==> src/rtl/uart_frame_pkg.sv <==
// Shared constants, FSM state encoding and checksum helper for the UART frame decoder.
// Frames are SYNC, ADDR, DATA, CHK with CHK = seed ^ ADDR ^ DATA.
package uart_frame_pkg;

  localparam logic [7:0] SYNC_BYTE = 8'hA5;
  localparam logic [7:0] CHK_SEED  = 8'hA5;

  typedef enum logic [1:0] {
    S_IDLE = 2'd0,
    S_ADDR = 2'd1,
    S_DATA = 2'd2,
    S_CHK  = 2'd3
  } frame_state_t;

  function automatic logic [7:0] frame_chk(input logic [7:0] addr, input logic [7:0] data);
    return CHK_SEED ^ addr ^ data;
  endfunction

endpackage

==> src/rtl/frame_timer.sv <==
// Inter-byte timeout counter: expired is a combinational one-cycle flag that is true
// when the edge it is sampled at is the TIMEOUT_CYC-th idle edge since the last clear.
module frame_timer #(
  parameter int TIMEOUT_CYC = 12_000
) (
  input  logic clk,
  input  logic rst,
  input  logic clear,
  input  logic run,
  output logic expired
);

  localparam int            CW   = $clog2(TIMEOUT_CYC + 1);
  localparam logic [CW-1:0] LAST = CW'(TIMEOUT_CYC - 1);

  logic [CW-1:0] cnt_q, cnt_d;

  // A byte at the expiry edge clears the count and suppresses the expiry.
  assign expired = run && !clear && (cnt_q == LAST);

  always_comb begin
    cnt_d = cnt_q;
    if (clear || !run || expired) begin
      cnt_d = '0;
    end else begin
      cnt_d = cnt_q + CW'(1);
    end
  end

  always_ff @(posedge clk) begin
    if (rst) begin
      cnt_q <= '0;
    end else begin
      cnt_q <= cnt_d;
    end
  end

endmodule

==> src/rtl/uart_frame_decoder.sv <==
// Assembles SYNC/ADDR/DATA/CHK frames from the UART byte strobe and writes a register bank.
// All outputs registered, one edge after the CHK byte or timeout; no backpressure, every strobe is consumed.
module uart_frame_decoder #(
  parameter int NREGS       = 4,
  parameter int TIMEOUT_CYC = 12_000
) (
  input  logic               clk,
  input  logic               rst,
  input  logic [7:0]         rx_data,
  input  logic               received,
  output logic [8*NREGS-1:0] regs,
  output logic               wr_strobe,
  output logic [7:0]         wr_addr,
  output logic               frame_err,
  output logic [7:0]         err_count
);

  import uart_frame_pkg::*;

  localparam logic [8:0] NREGS_W = 9'(NREGS);

  frame_state_t state_q, state_d;
  logic [7:0]   addr_q, addr_d;
  logic [7:0]   data_q, data_d;
  logic [7:0]   regs_q [NREGS];
  logic [7:0]   regs_d [NREGS];
  logic         wr_strobe_q, wr_strobe_d;
  logic [7:0]   wr_addr_q, wr_addr_d;
  logic         frame_err_q, frame_err_d;
  logic [7:0]   err_count_q, err_count_d;
  logic         tmr_expired;
  logic         addr_in_range;

  frame_timer #(.TIMEOUT_CYC(TIMEOUT_CYC)) u_timer (
    .clk     (clk),
    .rst     (rst),
    .clear   (received),
    .run     (state_q != S_IDLE),
    .expired (tmr_expired)
  );

  assign addr_in_range = {1'b0, addr_q} < NREGS_W;

  always_comb begin
    state_d     = state_q;
    addr_d      = addr_q;
    data_d      = data_q;
    regs_d      = regs_q;
    wr_strobe_d = 1'b0;
    wr_addr_d   = wr_addr_q;
    frame_err_d = 1'b0;
    if (received) begin
      case (state_q)
        S_IDLE: if (rx_data == SYNC_BYTE) state_d = S_ADDR;
        S_ADDR: begin
          addr_d  = rx_data;
          state_d = S_DATA;
        end
        S_DATA: begin
          data_d  = rx_data;
          state_d = S_CHK;
        end
        default: begin
          state_d = S_IDLE;
          if (rx_data == frame_chk(addr_q, data_q) && addr_in_range) begin
            for (int k = 0; k < NREGS; k++) begin
              if (addr_q == 8'(k)) regs_d[k] = data_q;
            end
            wr_strobe_d = 1'b1;
            wr_addr_d   = addr_q;
          end else begin
            frame_err_d = 1'b1;
          end
        end
      endcase
    end else if (tmr_expired) begin
      state_d     = S_IDLE;
      frame_err_d = 1'b1;
    end
    err_count_d = err_count_q;
    if (frame_err_d && err_count_q != 8'hFF) err_count_d = err_count_q + 8'd1;
  end

  always_ff @(posedge clk) begin
    if (rst) begin
      state_q     <= S_IDLE;
      addr_q      <= '0;
      data_q      <= '0;
      for (int k = 0; k < NREGS; k++) regs_q[k] <= '0;
      wr_strobe_q <= 1'b0;
      wr_addr_q   <= '0;
      frame_err_q <= 1'b0;
      err_count_q <= '0;
    end else begin
      state_q     <= state_d;
      addr_q      <= addr_d;
      data_q      <= data_d;
      regs_q      <= regs_d;
      wr_strobe_q <= wr_strobe_d;
      wr_addr_q   <= wr_addr_d;
      frame_err_q <= frame_err_d;
      err_count_q <= err_count_d;
    end
  end

  for (genvar k = 0; k < NREGS; k++) begin : g_pack
    assign regs[8*k +: 8] = regs_q[k];
  end

  assign wr_strobe = wr_strobe_q;
  assign wr_addr   = wr_addr_q;
  assign frame_err = frame_err_q;
  assign err_count = err_count_q;

endmodule

==> config.mk <==
export PLATFORM = sky130hd
export DESIGN_NAME = uart_frame_decoder
export DESIGN_NICKNAME = d
export VERILOG_FILES = /design/src/rtl/uart_frame_pkg.sv /design/src/rtl/frame_timer.sv /design/src/rtl/uart_frame_decoder.sv
export SDC_FILE = /design/constraint.sdc
export NUM_CORES = 1
export LEC_CHECK = 0
export BUFFER_PORTS_ARGS = -buffer_cell sky130_fd_sc_hd__buf_2
export CAP_MARGIN = 40
export CORE_AREA = 2 2 87 89
export CTS_BUF_LIST = sky130_fd_sc_hd__clkbuf_2
export DETAILED_ROUTE_END_ITERATION = 7
export DIE_AREA = 0 0 89 91
export PLACE_DENSITY = 0.71
export SLEW_MARGIN = 0
export SYNTH_ARGS = -nofsm -noshare
export SYNTH_HDL_FRONTEND = slang
export SYNTH_SLANG_ARGS = --single-unit
==> constraint.sdc <==
create_clock -name clk -period 3.25 [get_ports clk]
set_clock_uncertainty 0.2 [all_clocks]
set_input_delay 0.65 -clock clk [delete_from_list [all_inputs] [get_ports clk]]
set_output_delay 0.65 -clock clk [all_outputs]
set_load 0.02 [all_outputs]
Word level (Yosys, flattened, before mapping)
Cells that the tools add are included.
{"block": "totals", "reg_bits": 82, "in_bits": 11}
{"block": "classes", "n_eq_ne": 10, "mux": 9, "magnitude_cmp": 1, "addsub": 2, "bitwise_logic": 4, "reduce_logical": 23}
{"cell": "$eq A8 B2 Y1 const B", "n": 2}
{"cell": "$reduce_and A4 Y1", "n": 4}
{"cell": "$add A14 B1 Y14 const B", "n": 1}
{"cell": "$eq A14 B14 Y1 const B", "n": 1}
{"cell": "$add A8 B1 Y8 const B", "n": 1}
{"cell": "$eq A8 B1 Y1 const B", "n": 1}
{"cell": "$eq A8 B8 Y1", "n": 1}
{"cell": "$eq A8 B8 Y1 const B", "n": 1}
{"cell": "$logic_not A8 Y1", "n": 1}
{"cell": "$lt A8 B3 Y1 const B", "n": 1}
{"cell": "$ne A8 B8 Y1 const B", "n": 1}
{"cell": "$xor A8 B8 Y8", "n": 1}
{"cell": "$mux W2", "n": 3}
{"cell": "$pmux W2 S3", "n": 1}
{"cell": "$reduce_and A2 Y1", "n": 3}
{"cell": "$mux W1", "n": 5}
{"cell": "$reduce_or A5 Y1", "n": 1}
{"cell": "$logic_and A1 B1 Y1", "n": 4}
{"cell": "$not A4 Y4", "n": 1}
{"cell": "$reduce_bool A2 Y1", "n": 2}
{"cell": "$ne A3 B3 Y1 const B", "n": 1}
{"cell": "$reduce_and A3 Y1", "n": 1}
{"cell": "$reduce_or A3 Y1", "n": 1}
{"cell": "$eq A2 B1 Y1 const B", "n": 1}
{"cell": "6 further kinds", "n": 9}

Logic depth before layout (Yosys ltp)
{"block": "logic_depth", "depth_word": 8, "ltp_mapped": 8, "mapped_depth_nobuf": 8}

Hierarchy
From an unflattened synthesis, not the netlist that was laid out.
{"block": "unflattened", "hier_cells": 413, "hier_area_um2": 3693.5}
{"module": "uart_frame_decoder", "area_per_inst_um2": 3070.4, "cells_each": 343, "n_inst": 1, "seq_area_each_um2": 1361.3}
{"module": "frame_timer", "area_per_inst_um2": 623.1, "cells_each": 70, "n_inst": 1, "seq_area_each_um2": 280.3}

Worst setup path before layout
Ideal clock, no wire load.
{"block": "synth_path", "kind": "input -> register", "startpoint": "input port rx_data[0]", "endpoint": "register regs_q (netlist bit regs[10])", "stages": 7, "path_slack_ps": 545, "required_time_ps": 2925, "t_arrival_ps": 2379, "setup_time_ps": 125, "cell_sequence": "xor3_2 -> nand2_2 -> or4_4 -> buf_6 -> nor4_4 -> mux2i_1 -> nor2_1"}
{"block": "synth_via", "elab_chain_len": 3}
{"element": "start: declaration", "line_no": "uart_frame_decoder.sv:9", "source": "input logic [7:0] rx_data,"}
{"element": "$eq A8 B8 Y1", "line_no": "uart_frame_decoder.sv:65", "source": "if (rx_data == frame_chk(addr_q, data_q) && addr_in_range) begin"}
{"element": "$logic_and A1 B1 Y1", "line_no": "uart_frame_decoder.sv:65"}
{"element": "$reduce_and A4 Y1 (no source line)"}
{"element": "end signal: assignment", "line_no": "uart_frame_decoder.sv:98", "source": "regs_q <= regs_d;"}
{"element": "end: declaration", "line_no": "uart_frame_decoder.sv:25", "source": "logic [7:0] regs_q [NREGS];"}
Every way passes these cells.
A chain may end at the register's enable or synchronous reset.

Final worst setup path
{"block": "layout_path", "startpoint": "register addr_q[0]", "endpoint": "register err_count_q[6], in the netlist err_count[6]"}
{"block": "layout_via", "elab_chain_len": 8, "word_cells_on_any_way": 9}
{"element": "start: declaration", "line_no": "uart_frame_decoder.sv:23", "source": "logic [7:0] addr_q, addr_d;"}
{"element": "start signal: assignment", "line_no": "uart_frame_decoder.sv:96", "source": "addr_q <= addr_d;"}
{"element": "branches (longest 3 deep; another with $lt A8 B3 Y1)"}
{"element": "$logic_and A1 B1 Y1 (*)", "line_no": "uart_frame_decoder.sv:65"}
{"element": "$mux W1 (*)", "line_no": "uart_frame_decoder.sv:65"}
{"element": "$mux W1 (*)", "line_no": "uart_frame_decoder.sv:53", "source": "case (state_q)"}
{"element": "$mux W1 (*)", "line_no": "uart_frame_decoder.sv:52", "source": "if (received) begin"}
{"element": "$logic_and A1 B1 Y1 (*)", "line_no": "uart_frame_decoder.sv:81", "source": "if (frame_err_d && err_count_q != 8'hFF) err_count_d = err_count_q + 8'd1;"}
{"element": "end signal: assignment", "line_no": "uart_frame_decoder.sv:102", "source": "err_count_q <= err_count_d;"}
{"element": "end: declaration", "line_no": "uart_frame_decoder.sv:30", "source": "logic [7:0] err_count_q, err_count_d;"}
Mark *: on every way between the ends.

==> key figures <==
Run status
  • Status: complete, no violations

Setup path
  • Critical Path Sink Type: flip-flop
  • CP max FO: 6
  • Critical path launch point type: flip-flop
  • Reg2Reg Setup Slack: 620 ps
  • Reg2reg path depth: 6
  • Worst reg2reg path startpoint: addr_q[0]
  • Max incr delay on CP: 580 ps
  • Crit path kind: reg -> reg
  • CP max-delay cell: or4b_1
  • FF-to-FF End: err_count[6]
  • Worst-path cell chain: xor3_2 > nand4_1 > or4_1 > a31oi_1 > or4b_1 > a211oi_1
  • Critical Path Start: addr_q[0]
  • Data required, critical path: 3500 ps
  • CP arrival: 2880 ps

Timing
  • Setup_tns: 0 ps
  • Tmin final: 2626 ps
  • Hold Violations, Final: 0
  • Max transition margin: 0.5519
  • Slew Limit Fails: 0
  • Achievable frequency: 380.8 MHz
  • Unrepaired setup endpoints after global routing: false
  • Final setup viols: 0
  • Tcrit/Tclk final: 0.8080
  • Worst-Margin Slew: 672.2 ps

Routing
  • Routed WL: 7190 um
  • Post-DR vias/cell: 5.068
  • DRT iter0 DRCs: 115
  • Antenna Nets Post-Route: 0
  • Wire per inst: 13.64 um
  • # DRC: 0
  • DR pass1 iterations: 4
  • DR vias: 2671

CTS
  • Htree depth: 3
  • # Post-CTS Setup Buffers: 0
  • CTS clk-pin slew, worst paths: 210 ps
  • Post_cts resized: 0
  • CTS Buf Count: 9
  • CTS tree: yes
  • Root buffer cell: clkbuf_2
  • Post-CTS Hold Fix Bufs: 0
  • CTS Sinks: 82
  • CTS max path bufs: 2
  • Later-pin clock latency in the skew report: 520 ps

Layout
  • Ant diodes: 0
  • Area Growth Syn to Fin: 13.13%
  • Final #Nets: 440
  • Post-layout util: 0.5573
  • Register area: 1642 um^2
  • Share of cells above drive strength 1: 0.2150
  • Area of the multi-input gates: 1729 um^2
  • FILL cells: 668

Floorplanning
  • Initial core utilization: 0.4926
  • Die outline area: 8099 um^2
  • Die X: 89 um
  • Core ar.: 7137 um^2
  • Die Ht: 91 um
  • # IOs: 61
  • # rows: 31

Global route
  • Initial antenna violation count: 0
  • First-pass GRT wire length: 12050 um
  • Vias in the first global route: 2553
  • GRT Total Usage: 0.1891
  • Gr ovfl total: 0
  • Largest net degree at the start of global routing: 37

Yosys
  • Mapped Area: 3516 um^2
  • Async S/R FF share, synth: 0
  • Post-synth top area cell: dfxtp_1
  • Synthesis Warnings: 0
  • Synth Area per Inst: 9.686 um^2
  • Synthesized flop and latch total: 82
  • Main area contributors after synthesis: dfxtp_1, mux2i_1, nor2_1
  • Primary FF master, synth: dfxtp_1
  • Post-synth EDFFs: 0
  • Register area share after synthesis: 0.4669
  • Syn nets: 380
  • Synth cell types: 44
  • Syn Inst Count: 363
  • Yosys top cell area share: 0.4669

Worst hold path
  • Min-Delay Path Depth: 3
  • Hold Crit Start: rx_data[5]
  • Hold EP: addr_q[5]
  • Hold Path Class: in -> reg

Placed design
  • Port Buffers: 60
  • Final RePlAce weighted congestion: 0.8099
  • HPWL Detailed: 5140 um

Flow run
  • Max-Cap Viols: 0

Power and ir drop
  • Pwr Density: 397.1 nW/um^2
  • VDD IR max: 0.1788 mV
  • Final total power: 1.580 mW
  • LEAKAGE: 1.535 nW
layout by cell type (no fill, tap or decap), types with 2 or more instances in the layout:
cell	synthesis	layout
nand2b_1	2	2
mux2i_1	35	35
nor4_4	4	4
o41ai_1	2	2
nand2_1	30	30
and2_1	9	9
nor2_1	59	59
o21ai_1	2	2
nand3_1	25	25
or4_1	2	2
clkinv_4	0	2
clkinvlp_4	0	2
or3_1	3	3
and3_1	4	4
ha_1	6	6
inv_1	8	8
clkbuf_2	1	9
buf_4	0	5
nor3b_1	2	2
nor4_1	4	4
nand4_1	4	4
o21ai_0	2	2
buf_2	0	60
xnor3_1	3	3
nor3_1	3	3
a21oi_1	24	24
dfxtp_1	82	82
xnor2_1	9	9
xor3_2	3	3
xor2_1	7	7
clkinv_1	0	2
flip-flops by register name (all words and copies together) (netlist names):
| name | count |
|---|---|
| err_count | 8 |
| regs | 32 |
| wr_strobe | 1 |
| state_q | 2 |
| frame_err | 1 |
| wr_addr | 8 |
| data_q | 8 |
| addr_q | 8 |
| u_timer.cnt_q | 14 |
worst max-delay path: cells and delay by family (launching register included):
kind / cells / cell delay [ps]
simple gates: 3 / 840
xor+xnor: 1 / 520
flops: 1 / 560
compound gates: 2 / 440
logic make-up (layout without fill, tap and decap cells):
group	count (synthesis)	in the layout	share of synthesized area
simple gates	160	160	0.2359
mux	36	36	0.1028
fa+ha+maj	6	6	0.02135
xor+xnor	22	22	0.08043
flops	82	82	0.4669
buf+inv	24	89	0.04128
compound gates	33	33	0.05125
cell type report:
| type | instances | share of cell area |
|---|---|---|
| multi-input combinational | 257 | 0.4347 |
| sequential | 82 | 0.4127 |
| timing repair buffer | 65 | 0.08493 |
| tap | 99 | 0.03114 |
| clock inverter | 7 | 0.01762 |
| clock buffer | 9 | 0.01132 |
| inverter | 8 | 0.007550 |
power by group:
part           internal [mW]  switching, mW
clock                  0.175          0.353
sequential              1.01       0.000107
combinational         0.0146         0.0297
total                   1.20          0.383
synthesized netlist by cell type (4+ instances only):
cell / count
dfxtp_1: 82
buf_6: 4
nand4_1: 4
xnor2_1: 9
mux2i_1: 35
nand3_1: 25
inv_1: 8
ha_1: 6
and3_1: 4
nor2_1: 59
clkbuf_1: 5
nor4_1: 4
xor2_1: 7
a21oi_1: 24
nor4_4: 4
and2_1: 9
nand2_1: 30
layer usage:
layer / wire, um / GRT usage
met5: 0 / 0
met4: 96 / 0.07214
met3: 257 / 0.04364
met2: 3301 / 0.2867
met1: 3535 / 0.2603
worst max-delay path by stage:
stage / slack [ps] / endpoint
after floorplan: 550 / regs[10]
after global placement: 500 / err_count[1]
after detailed placement: 450 / err_count[1]
after CTS: 620 / err_count[6]
after global routing: 450 / err_count[6]
final: 620 / err_count[6]
through the flow:
| step | hold WS (ps) | cells | worst slack, ps | instance area [um^2] |
|---|---|---|---|---|
| floorplan | 225.8 | 363 | 545.3 | 3516 |
| global placement | 237.8 | 511 | 504.8 | 3862 |
| detailed placement | 238.2 | 511 | 451.3 | 3862 |
| CTS | 139.2 | 527 | 616.9 | 3978 |
| global route | 127.9 | 527 | 448.3 | 3978 |
| finish | 186.9 | 527 | 624.1 | 3978 |
Power figures use the tool's default switching activity.
